`src/rtl/axis_reg_pkg.sv`:
```
// Shared types and field layout for the framed AXI4-Stream test-word source.
package axis_reg_pkg;

    localparam int AXIS_DATA_W = 32;

    localparam int FRAME_MSB = 31;
    localparam int FRAME_LSB = 16;
    localparam int BEAT_MSB  = 15;
    localparam int BEAT_LSB  = 0;

    typedef struct packed {
        logic [AXIS_DATA_W-1:0] data;
        logic                   last;
    } axis_beat_t;

endpackage

```
`src/rtl/axis_reg_slice.sv`:
```
// Two-entry skid-buffer register slice: full throughput, all outputs from flops,
// and the upstream ready is itself a flop.
module axis_reg_slice
    import axis_reg_pkg::*;
(
    input  logic       clk,
    input  logic       reset,
    input  axis_beat_t s_beat,
    input  logic       s_valid,
    output logic       s_ready,
    output axis_beat_t m_beat,
    output logic       m_valid,
    input  logic       m_ready
);

    axis_beat_t out_beat_reg, out_beat_next;
    logic       out_valid_reg, out_valid_next;
    axis_beat_t skid_beat_reg, skid_beat_next;
    logic       skid_valid_reg, skid_valid_next;

    always_comb begin
        out_beat_next   = out_beat_reg;
        out_valid_next  = out_valid_reg;
        skid_beat_next  = skid_beat_reg;
        skid_valid_next = skid_valid_reg;
        if (m_ready || !out_valid_reg) begin
            // Output slot frees up: drain the skid entry first to keep ordering.
            if (skid_valid_reg) begin
                out_beat_next   = skid_beat_reg;
                out_valid_next  = 1'b1;
                skid_valid_next = 1'b0;
            end else begin
                out_valid_next = s_valid;
                if (s_valid) begin
                    out_beat_next = s_beat;
                end
            end
        end else if (s_valid && !skid_valid_reg) begin
            skid_beat_next  = s_beat;
            skid_valid_next = 1'b1;
        end
    end

    always_ff @(posedge clk or negedge reset) begin
        if (!reset) begin
            out_beat_reg   <= '0;
            out_valid_reg  <= 1'b0;
            skid_beat_reg  <= '0;
            skid_valid_reg <= 1'b0;
        end else begin
            out_beat_reg   <= out_beat_next;
            out_valid_reg  <= out_valid_next;
            skid_beat_reg  <= skid_beat_next;
            skid_valid_reg <= skid_valid_next;
        end
    end

    assign s_ready = !skid_valid_reg;
    assign m_beat  = out_beat_reg;
    assign m_valid = out_valid_reg;

endmodule

```
`src/rtl/axis_reg_top.sv`:
```
// Free-running framed test-word generator ({frame_idx, beat_idx}) driven onto
// an AXI4-Stream master port through a skid-buffer register slice.
module axis_reg_top
    import axis_reg_pkg::*;
#(
    parameter int DATA_W     = 32,
    parameter int FRAME_LEN  = 16,
    parameter int NUM_FRAMES = 0
) (
    input  logic              clk,
    input  logic              reset,
    output logic [DATA_W-1:0] m_axis_tdata,
    output logic              m_axis_tvalid,
    input  logic              m_axis_tready,
    output logic              m_axis_tlast
);

    localparam logic [15:0] LAST_BEAT  = 16'(FRAME_LEN - 1);
    localparam logic [31:0] LAST_FRAME = 32'(NUM_FRAMES - 1);

    logic [15:0] beat_idx_reg, beat_idx_next;
    logic [15:0] frame_idx_reg, frame_idx_next;
    logic [31:0] frames_done_reg, frames_done_next;
    logic        done_reg, done_next;

    logic        gen_valid;
    logic        gen_ready;
    logic        gen_last;
    logic        gen_fire;
    logic [AXIS_DATA_W-1:0] gen_word;
    axis_beat_t  gen_beat;
    axis_beat_t  out_beat;

    generate
        for (genvar gi = 0; gi < 16; gi++) begin : g_word
            assign gen_word[FRAME_LSB + gi] = frame_idx_reg[gi];
            assign gen_word[BEAT_LSB + gi]  = beat_idx_reg[gi];
        end
    endgenerate

    assign gen_valid = !done_reg;
    assign gen_last  = (beat_idx_reg == LAST_BEAT);
    assign gen_fire  = gen_valid && gen_ready;
    assign gen_beat  = '{data: gen_word, last: gen_last};

    always_comb begin
        beat_idx_next    = beat_idx_reg;
        frame_idx_next   = frame_idx_reg;
        frames_done_next = frames_done_reg;
        done_next        = done_reg;
        if (gen_fire) begin
            if (gen_last) begin
                beat_idx_next    = '0;
                frame_idx_next   = frame_idx_reg + 16'd1;
                frames_done_next = frames_done_reg + 32'd1;
                // Bounded run: stop handing beats to the slice after the final frame.
                if ((NUM_FRAMES != 0) && (frames_done_reg == LAST_FRAME)) begin
                    done_next = 1'b1;
                end
            end else begin
                beat_idx_next = beat_idx_reg + 16'd1;
            end
        end
    end

    always_ff @(posedge clk or negedge reset) begin
        if (!reset) begin
            beat_idx_reg    <= '0;
            frame_idx_reg   <= '0;
            frames_done_reg <= '0;
            done_reg        <= 1'b0;
        end else begin
            beat_idx_reg    <= beat_idx_next;
            frame_idx_reg   <= frame_idx_next;
            frames_done_reg <= frames_done_next;
            done_reg        <= done_next;
        end
    end

    axis_reg_slice u_slice (
        .clk     (clk),
        .reset   (reset),
        .s_beat  (gen_beat),
        .s_valid (gen_valid),
        .s_ready (gen_ready),
        .m_beat  (out_beat),
        .m_valid (m_axis_tvalid),
        .m_ready (m_axis_tready)
    );

    assign m_axis_tdata = out_beat.data;
    assign m_axis_tlast = out_beat.last;

endmodule

```
`config.mk`:
```
export PLATFORM = sky130hd
export DESIGN_NAME = axis_reg_top
export DESIGN_NICKNAME = d
export VERILOG_FILES = /design/src/rtl/axis_reg_pkg.sv /design/src/rtl/axis_reg_slice.sv /design/src/rtl/axis_reg_top.sv
export SDC_FILE = /design/constraint.sdc
export NUM_CORES = 1
export LEC_CHECK = 0
export CAP_MARGIN = 30
export CORE_ASPECT_RATIO = 0.6
export CORE_MARGIN = 2
export CORE_UTILIZATION = 52
export DETAILED_ROUTE_END_ITERATION = 7
export GPL_TIMING_DRIVEN = 0
export PLACE_DENSITY = 0.82
export RECOVER_POWER = 25
export SETUP_SLACK_MARGIN = 0.05
export SLEW_MARGIN = 15
export SYNTH_ARGS = -nofsm -noshare
export SYNTH_HDL_FRONTEND = slang
export SYNTH_SLANG_ARGS = --single-unit
```
`constraint.sdc`:
```
create_clock -name clk -period 2.2 [get_ports clk]
set_clock_uncertainty 0.05 [all_clocks]
set_input_delay 0.44 -clock clk [delete_from_list [all_inputs] [get_ports clk]]
set_output_delay 0.44 -clock clk [all_outputs]
set_load 0.005 [all_outputs]
```
==> results of run 1 <==
-- path summary, 6_finish.rpt --
check | from | to | slack [ps] | cells after the start
worst max-delay path | beat_idx_reg[12] | frame_idx_reg[15] | 2 | 5
worst min-delay path | reset | u_slice.skid_beat_reg[3] | 210 | 1
worst max register to register | beat_idx_reg[12] | frame_idx_reg[15] | 2 | 5
worst min register to register | u_slice.m_beat[13] | u_slice.m_beat[13] | 430 | 2
max in group asynchronous | reset | beat_idx_reg[13] | 430 | 2
min in group clk | u_slice.m_beat[13] | u_slice.m_beat[13] | 430 | 2
-- power breakdown --
group          internal [uW]  switching (uW)
logic                    456             377
clock network            999             688
registers               2090             202
-- routing by layer --
| metal | GRT usage (%) | wire (um) |
|---|---|---|
| met5 | 0 | 0 |
| met1 | 31.2 | 4340 |
| met2 | 31.6 | 3900 |
| met3 | 4.98 | 410 |
| met4 | 5.68 | 72 |
-- final cells by class --
cell class | count | area [um2]
inverter | 1 | 3.75
fill | 594 | 2640
tap | 108 | 135
clock buffer | 10 | 229
clock inverter | 5 | 85.1
buffer | 19 | 109
timing repair buffer | 51 | 468
sequential | 100 | 2510
multi-input combinational | 234 | 1740
-- what timing repair did --
item,in CTS,in global routing
hold buffers,0,0
endpoints found under the setup margin,49,23
setup buffers,9,5
pin swaps,8,1
gates resized for setup,13,12
-- cell usage after synthesis (all sizes together) --
cell / number
mux2: 32
and3: 1
nand4: 7
or4: 4
and2: 5
o21ai: 34
nor2b: 4
xor2: 9
nand2: 45
and4: 3
mux2i: 32
nor4: 6
nor3: 2
and4b: 1
inv: 1
xnor2: 20
dfrtp: 100
nor2: 8
buf: 6
nand4b: 1
nand2b: 1
nand3: 14
a21oi: 2
ha: 2
clkbuf: 13
conb: 1
-- through the flow --
step                utilization, %  setup TNS, ps
finish                        66.7              0
global route                  66.7           -139
CTS                           66.3              0
detailed placement            60.9         -20270
global placement              60.6        -308120
floorplan                        -              0
-- logic make-up (layout without fill, tap and decap cells) --
kind of cell	count (synthesis)	after routing	share of synthesized area, %
AO/OA/AOI/OAI	36	36	4.24
XOR/XNOR	29	29	5.98
adder cells (fa/ha/maj)	2	2	0.589
buffers and inverters	20	86	1.97
flip-flops	100	100	58.9
multiplexers	64	64	16.0
other	1	1	0.0882
AND/OR/NAND/NOR	102	102	12.2
-- worst max-delay path, cell delays in order (launching register included) --
cell and delay (ps):
dfrtp_2 450, or4_4 540, or4_4 520, buf_12 160
nor4_4 160, xor2_1 210
==> reports/qor.txt, run 1 <==
H-tree levels -> 3
Final hold viol count -> 0
Pre-CTS WS -> -581 ps
WL final -> 8720 um
DRT antenna net count -> 0
Wirelength per Cell -> 16.5 um
Crit path DAT -> 2400 ps
Vias in the first global route -> 2792
Worst relative slew slack -> 32.2%
Initial Utilization -> 53.7%
Avg Vias per Cell -> 5.40
First-pass GRT wire length -> 14400 um
Worst slew pin tran -> 1020 ps
Inst Count DP -> 499
First-pass detailed-route iteration total -> 4
Req. time, crit path -> 2400 ps
Power Density -> 911 mW/mm2
Ys Warns -> 0
Initial antenna violation count -> 0
CTS tree -> done
Final setup margin -> 1.90 ps
Maximum vdd drop -> 0.534 mV
Layout cells sized above 1 -> 21.0%
LEAKAGE -> 0.00240 uW
Placer Congestion -> 0.832
Area Growth Syn to Fin -> 24.2%
Type of origin of the critical path -> register
Nets@finish -> 421
Cells after synthesis -> 354
Dpl hpwl -> 5630 um
Port bufs -> 36
CP Capture Type -> register
Io pins -> 37
Period utilization -> 99.9%
Hold WC Path Type -> input pin to async pin
Final instance area -> 0.00528 mm2
Register area share after synthesis -> 58.9%
Synth area leader -> dfrtp_1
Max Slew Vio Count -> 0
Hold WS -> 211 ps
DP Area -> 0.00482 mm2
Total grt overflow -> 0
Post-Syn Area -> 0.00425 mm2
Die area -> 0.00894 mm2
DR vias -> 2851
Avg Inst Size Synth -> 12.0 um2
Status -> complete, no violations
Number of diodes -> 0
Fmax -> 455 MHz
Top cell type's share of synthesized area -> 58.9%
Num rows -> 25
Total CTS buffers -> 9
CP max FO -> 6
Clk Latency, worst-skew pair -> 340 ps
Root buf cell -> clkbuf_16
Power, Total -> 4810 uW
Final Non-Filler Cells -> 528
Core footprint -> 0.00791 mm2
DIE HEIGHT -> 74.0 um
Commonest cells after routing, fill and taps aside -> dfrtp_1 (95), nand2_1 (45), clkdlybuf4s50_1 (35)
GRT Util Overall -> 21.0%
WS Path Type -> register to register
Fin crit period -> 2200 ps
Commonest non-fill, non-tap cell in the layout -> dfrtp_1
Cell variety after synth -> 31
CTS sink cnt -> 100
Clk slew on worst S/H paths -> 70 ps
Top cells by area, synth -> dfrtp_1 (59%), mux2_2 (8.5%), mux2i_1 (7.5%), xnor2_1 (4.1%), nand2_1 (4.0%)
RSZ-0062 raised after global routing -> yes
Clk buf depth -> 2
Post-synthesis register bit count -> 100
Max Cap Viol -> 0
DR DRC count -> 0
Final setup violation count -> 0
Syn Nets -> 359
DIE WIDTH -> 121 um
Largest net degree at the start of global routing -> 60
DRT iter0 DRCs -> 156
Power figures use the tool's default switching activity.
==> run 2, diff against run 1 <==
- TNS_END_PERCENT: unset -> 10
==> run 2 against run 1 <==
  * The flow now finishes with violations (setup timing)
  * Via count is 1.7% lower
  * Final cell count fell by 1.5%
  * Utilization decreased by 1.5 points
  * Register-to-register slack barely moved
==> reports/qor.txt, run 2 (same netlist as run 1, synthesis figures left out) <==
Status -> finished with violations
Failing checks -> setup timing
Combinational share of power -> 17.1% (-0.2 points)
Clock power frac -> 31.6% (-3.5 points)
Sequential Power Share -> 51.4% (+3.8 points)
CP max FO -> 7 (+1)
Commonest non-fill, non-tap cell in the layout -> dfrtp_1
Switch Pwr -> 1180 uW (-6.7%)
Initial Utilization -> 53.7% (unchanged)
Number of diodes -> 0 (unchanged)
CTS tree -> done
Hold path depth -> 2
Core footprint -> 0.00791 mm2 (unchanged)
Final setup violation count -> 1 (+1)
CTS sink cnt -> 100 (unchanged)
Commonest cells after routing, fill and taps aside -> dfrtp_1 (98), nand2_1 (45), clkdlybuf4s50_1 (35)
Clk Latency, worst-skew pair -> 340 ps (about the same)
Period utilization -> 100% (+0.50 points)
First-pass GRT wire length -> 14000 um (-2.3%)
LEAKAGE -> 0.00232 uW (-3.3%)
DIE WIDTH -> 121 um (unchanged)
Worst-path cell chain -> or4_4 -> or4_4 -> buf_8 -> nor4_4 -> xor2_1
Type of origin of the critical path -> register
Worst slew pin tran -> 787 ps (-230 ps)
Die area -> 0.00894 mm2 (unchanged)
Maximum vdd drop -> 0.535 mV (+0.15%)
Max Slew Vio Count -> 0 (unchanged)
Final Non-Filler Cells -> 520 (-1.5%)
DRT antenna net count -> 0 (unchanged)
Avg Vias per Cell -> 5.39 (-0.17%)
Io pins -> 37 (unchanged)
Vias in the first global route -> 2745 (-1.7%)
CP Capture Type -> register
Placer Congestion -> 0.805 (-3.3%)
Final hold viol count -> 0 (unchanged)
Layout cells sized above 1 -> 17.5% (-3.5 points)
Num rows -> 25 (unchanged)
Clk buf depth -> 2 (unchanged)
CP max-delay cell -> or4_4
Hold WC Path Type -> register to register
Crit path buf inv count -> 1 (unchanged)
H-tree levels -> 3 (unchanged)
WL final -> 8430 um (-3.4%)
Worst R2R Setup Slack -> -9 ps (about the same)
Power Density -> 867 mW/mm2 (-4.9%)
DR DRC count -> 0 (unchanged)
Dpl hpwl -> 5670 um (+0.76%)
Cell mode on critical path -> or4_4
Wirelength per Cell -> 16.2 um (-1.9%)
Number of cells on the worst reg-to-reg path -> 5 (unchanged)
Final setup margin -> -9.20 ps (-11.1 ps)
Area Growth Syn to Fin -> 21.4%
Initial antenna violation count -> 0 (unchanged)
Slowest stage delay, CP -> 560 ps (+20 ps)
GRT Util Overall -> 20.8% (-0.18 points)
Inst Count DP -> 499 (unchanged)
RSZ-0062 raised after global routing -> yes
Family with the most delay on the worst path -> simple AND/OR/NAND/NOR gates
Clk slew on worst S/H paths -> 60 ps (about the same)
Root buf cell -> clkbuf_16
Stages on worst setup path -> 5 (unchanged)
Fin crit period -> 2210 ps (+11.1 ps)
Total grt overflow -> 0 (unchanged)
Int Power -> 3290 uW (-7.2%)
Power, Total -> 4470 uW (-7.0%)
Largest net degree at the start of global routing -> 89 (+48%)
Fmax -> 453 MHz (-0.50%)
Nets@finish -> 414 (-1.7%)
Crit path DAT -> 2420 ps (+20 ps)
DR vias -> 2803 (-1.7%)
Max Cap Viol -> 0 (unchanged)
DRT iter0 DRCs -> 137 (-12%)
DIE HEIGHT -> 74.0 um (unchanged)
Total CTS buffers -> 9 (unchanged)
Port bufs -> 36 (unchanged)
First-pass detailed-route iteration total -> 4 (unchanged)
Worst relative slew slack -> 47.6% (+15 points)
Sw Ratio -> 26.4% (+0.10 points)
Req. time, crit path -> 2410 ps (about the same)
WS Path Type -> register to register
==> run 2: cell types whose count changed in the layout (fill, tap and decap cells not counted), sizes merged <==
cell,previous run,this run
inv,3,1
buf,19,11
dlygate4sd3,0,1
clkinv,0,1
clkbuf,26,28
bufinv,2,0
==> run 2: final cells by class <==
cell class | instances | area, um2
sequential | 100 | 2500
timing repair buffer | 44 | 420
inverter | 1 | 3.75
fill | 599 | 2750
multi-input combinational | 234 | 1730
clock buffer | 12 | 246
buffer | 19 | 108
tap | 108 | 135
clock inverter | 2 | 12.5
==> run 2: what timing repair did <==
item | 4_1_cts | 5_1_grt
gates resized for setup | 18 | 7
endpoints found under the setup margin | 50 | 57
hold buffers | 1 | 0
pin swaps | 9 | 3
setup buffers | 5 | 1
hold endpoints to repair | 12 | 0
==> run 2: worst min-delay path: cells and delay by family (launching register included) <==
family           cells  cell delay [ps]
AO/OA/AOI/OAI        1               60
flip-flops           1              340
AND/OR/NAND/NOR      1               50
==> run 2: worst paths after layout <==
path / from / to
worst max-delay path: beat_idx_reg[12] / frame_idx_reg[10]
min in group asynchronous: reset / u_slice.m_beat[30]
worst max register to register: beat_idx_reg[12] / frame_idx_reg[10]
worst min-delay path: u_slice.m_beat[21] / u_slice.m_beat[21]
max in group asynchronous: reset / beat_idx_reg[12]
worst min register to register: u_slice.m_beat[21] / u_slice.m_beat[21]
==> run 2: power by group through the flow <==
stage	Combinational, uW	Sequential (uW)	Clock, uW
6_report	764	2300	1410
5_1_grt	843	2340	1510
4_1_cts	772	2290	1430
3_5_place_dp	742	2320	0
3_3_place_gp	707	2310	0
2_1_floorplan	427	2280	0
==> run 2: layer usage <==
layer / share of wire, % / vias to the layer above / track usage [%]
li1: - / 1333 / -
met1: 51 / 1410 / 30.4
met2: 43 / 50 / 30.5
met3: 4.7 / 10 / 6.21
met4: 1.1 / 0 / 6.46
met5: 0 / - / 0
==> run 2: per-stage QoR <==
| stage | instance area [um2] | util (%) | setup slack [ps] | setup TNS (ps) | hold WS [ps] |
|---|---|---|---|---|---|
| after detailed placement | 4790 | 60.6 | -599 | -22280 | 218 |
| after global routing | 5160 | 65.2 | -79.6 | -399 | 455 |
| after CTS | 5170 | 65.3 | -5.87 | -5.87 | 422 |
| after global placement | 4760 | 60.2 | -2930 | -311870 | 412 |
| final | 5160 | 65.2 | -9.20 | -9.20 | 428 |
| after floorplan | 4270 | - | -0.388 | -0.388 | 94.4 |
==> run 3, diff against run 2 <==
- CAP_MARGIN: 30 -> unset
==> results of run 3 <==
Final layout, timing and power as in run 2 (identical DEF).
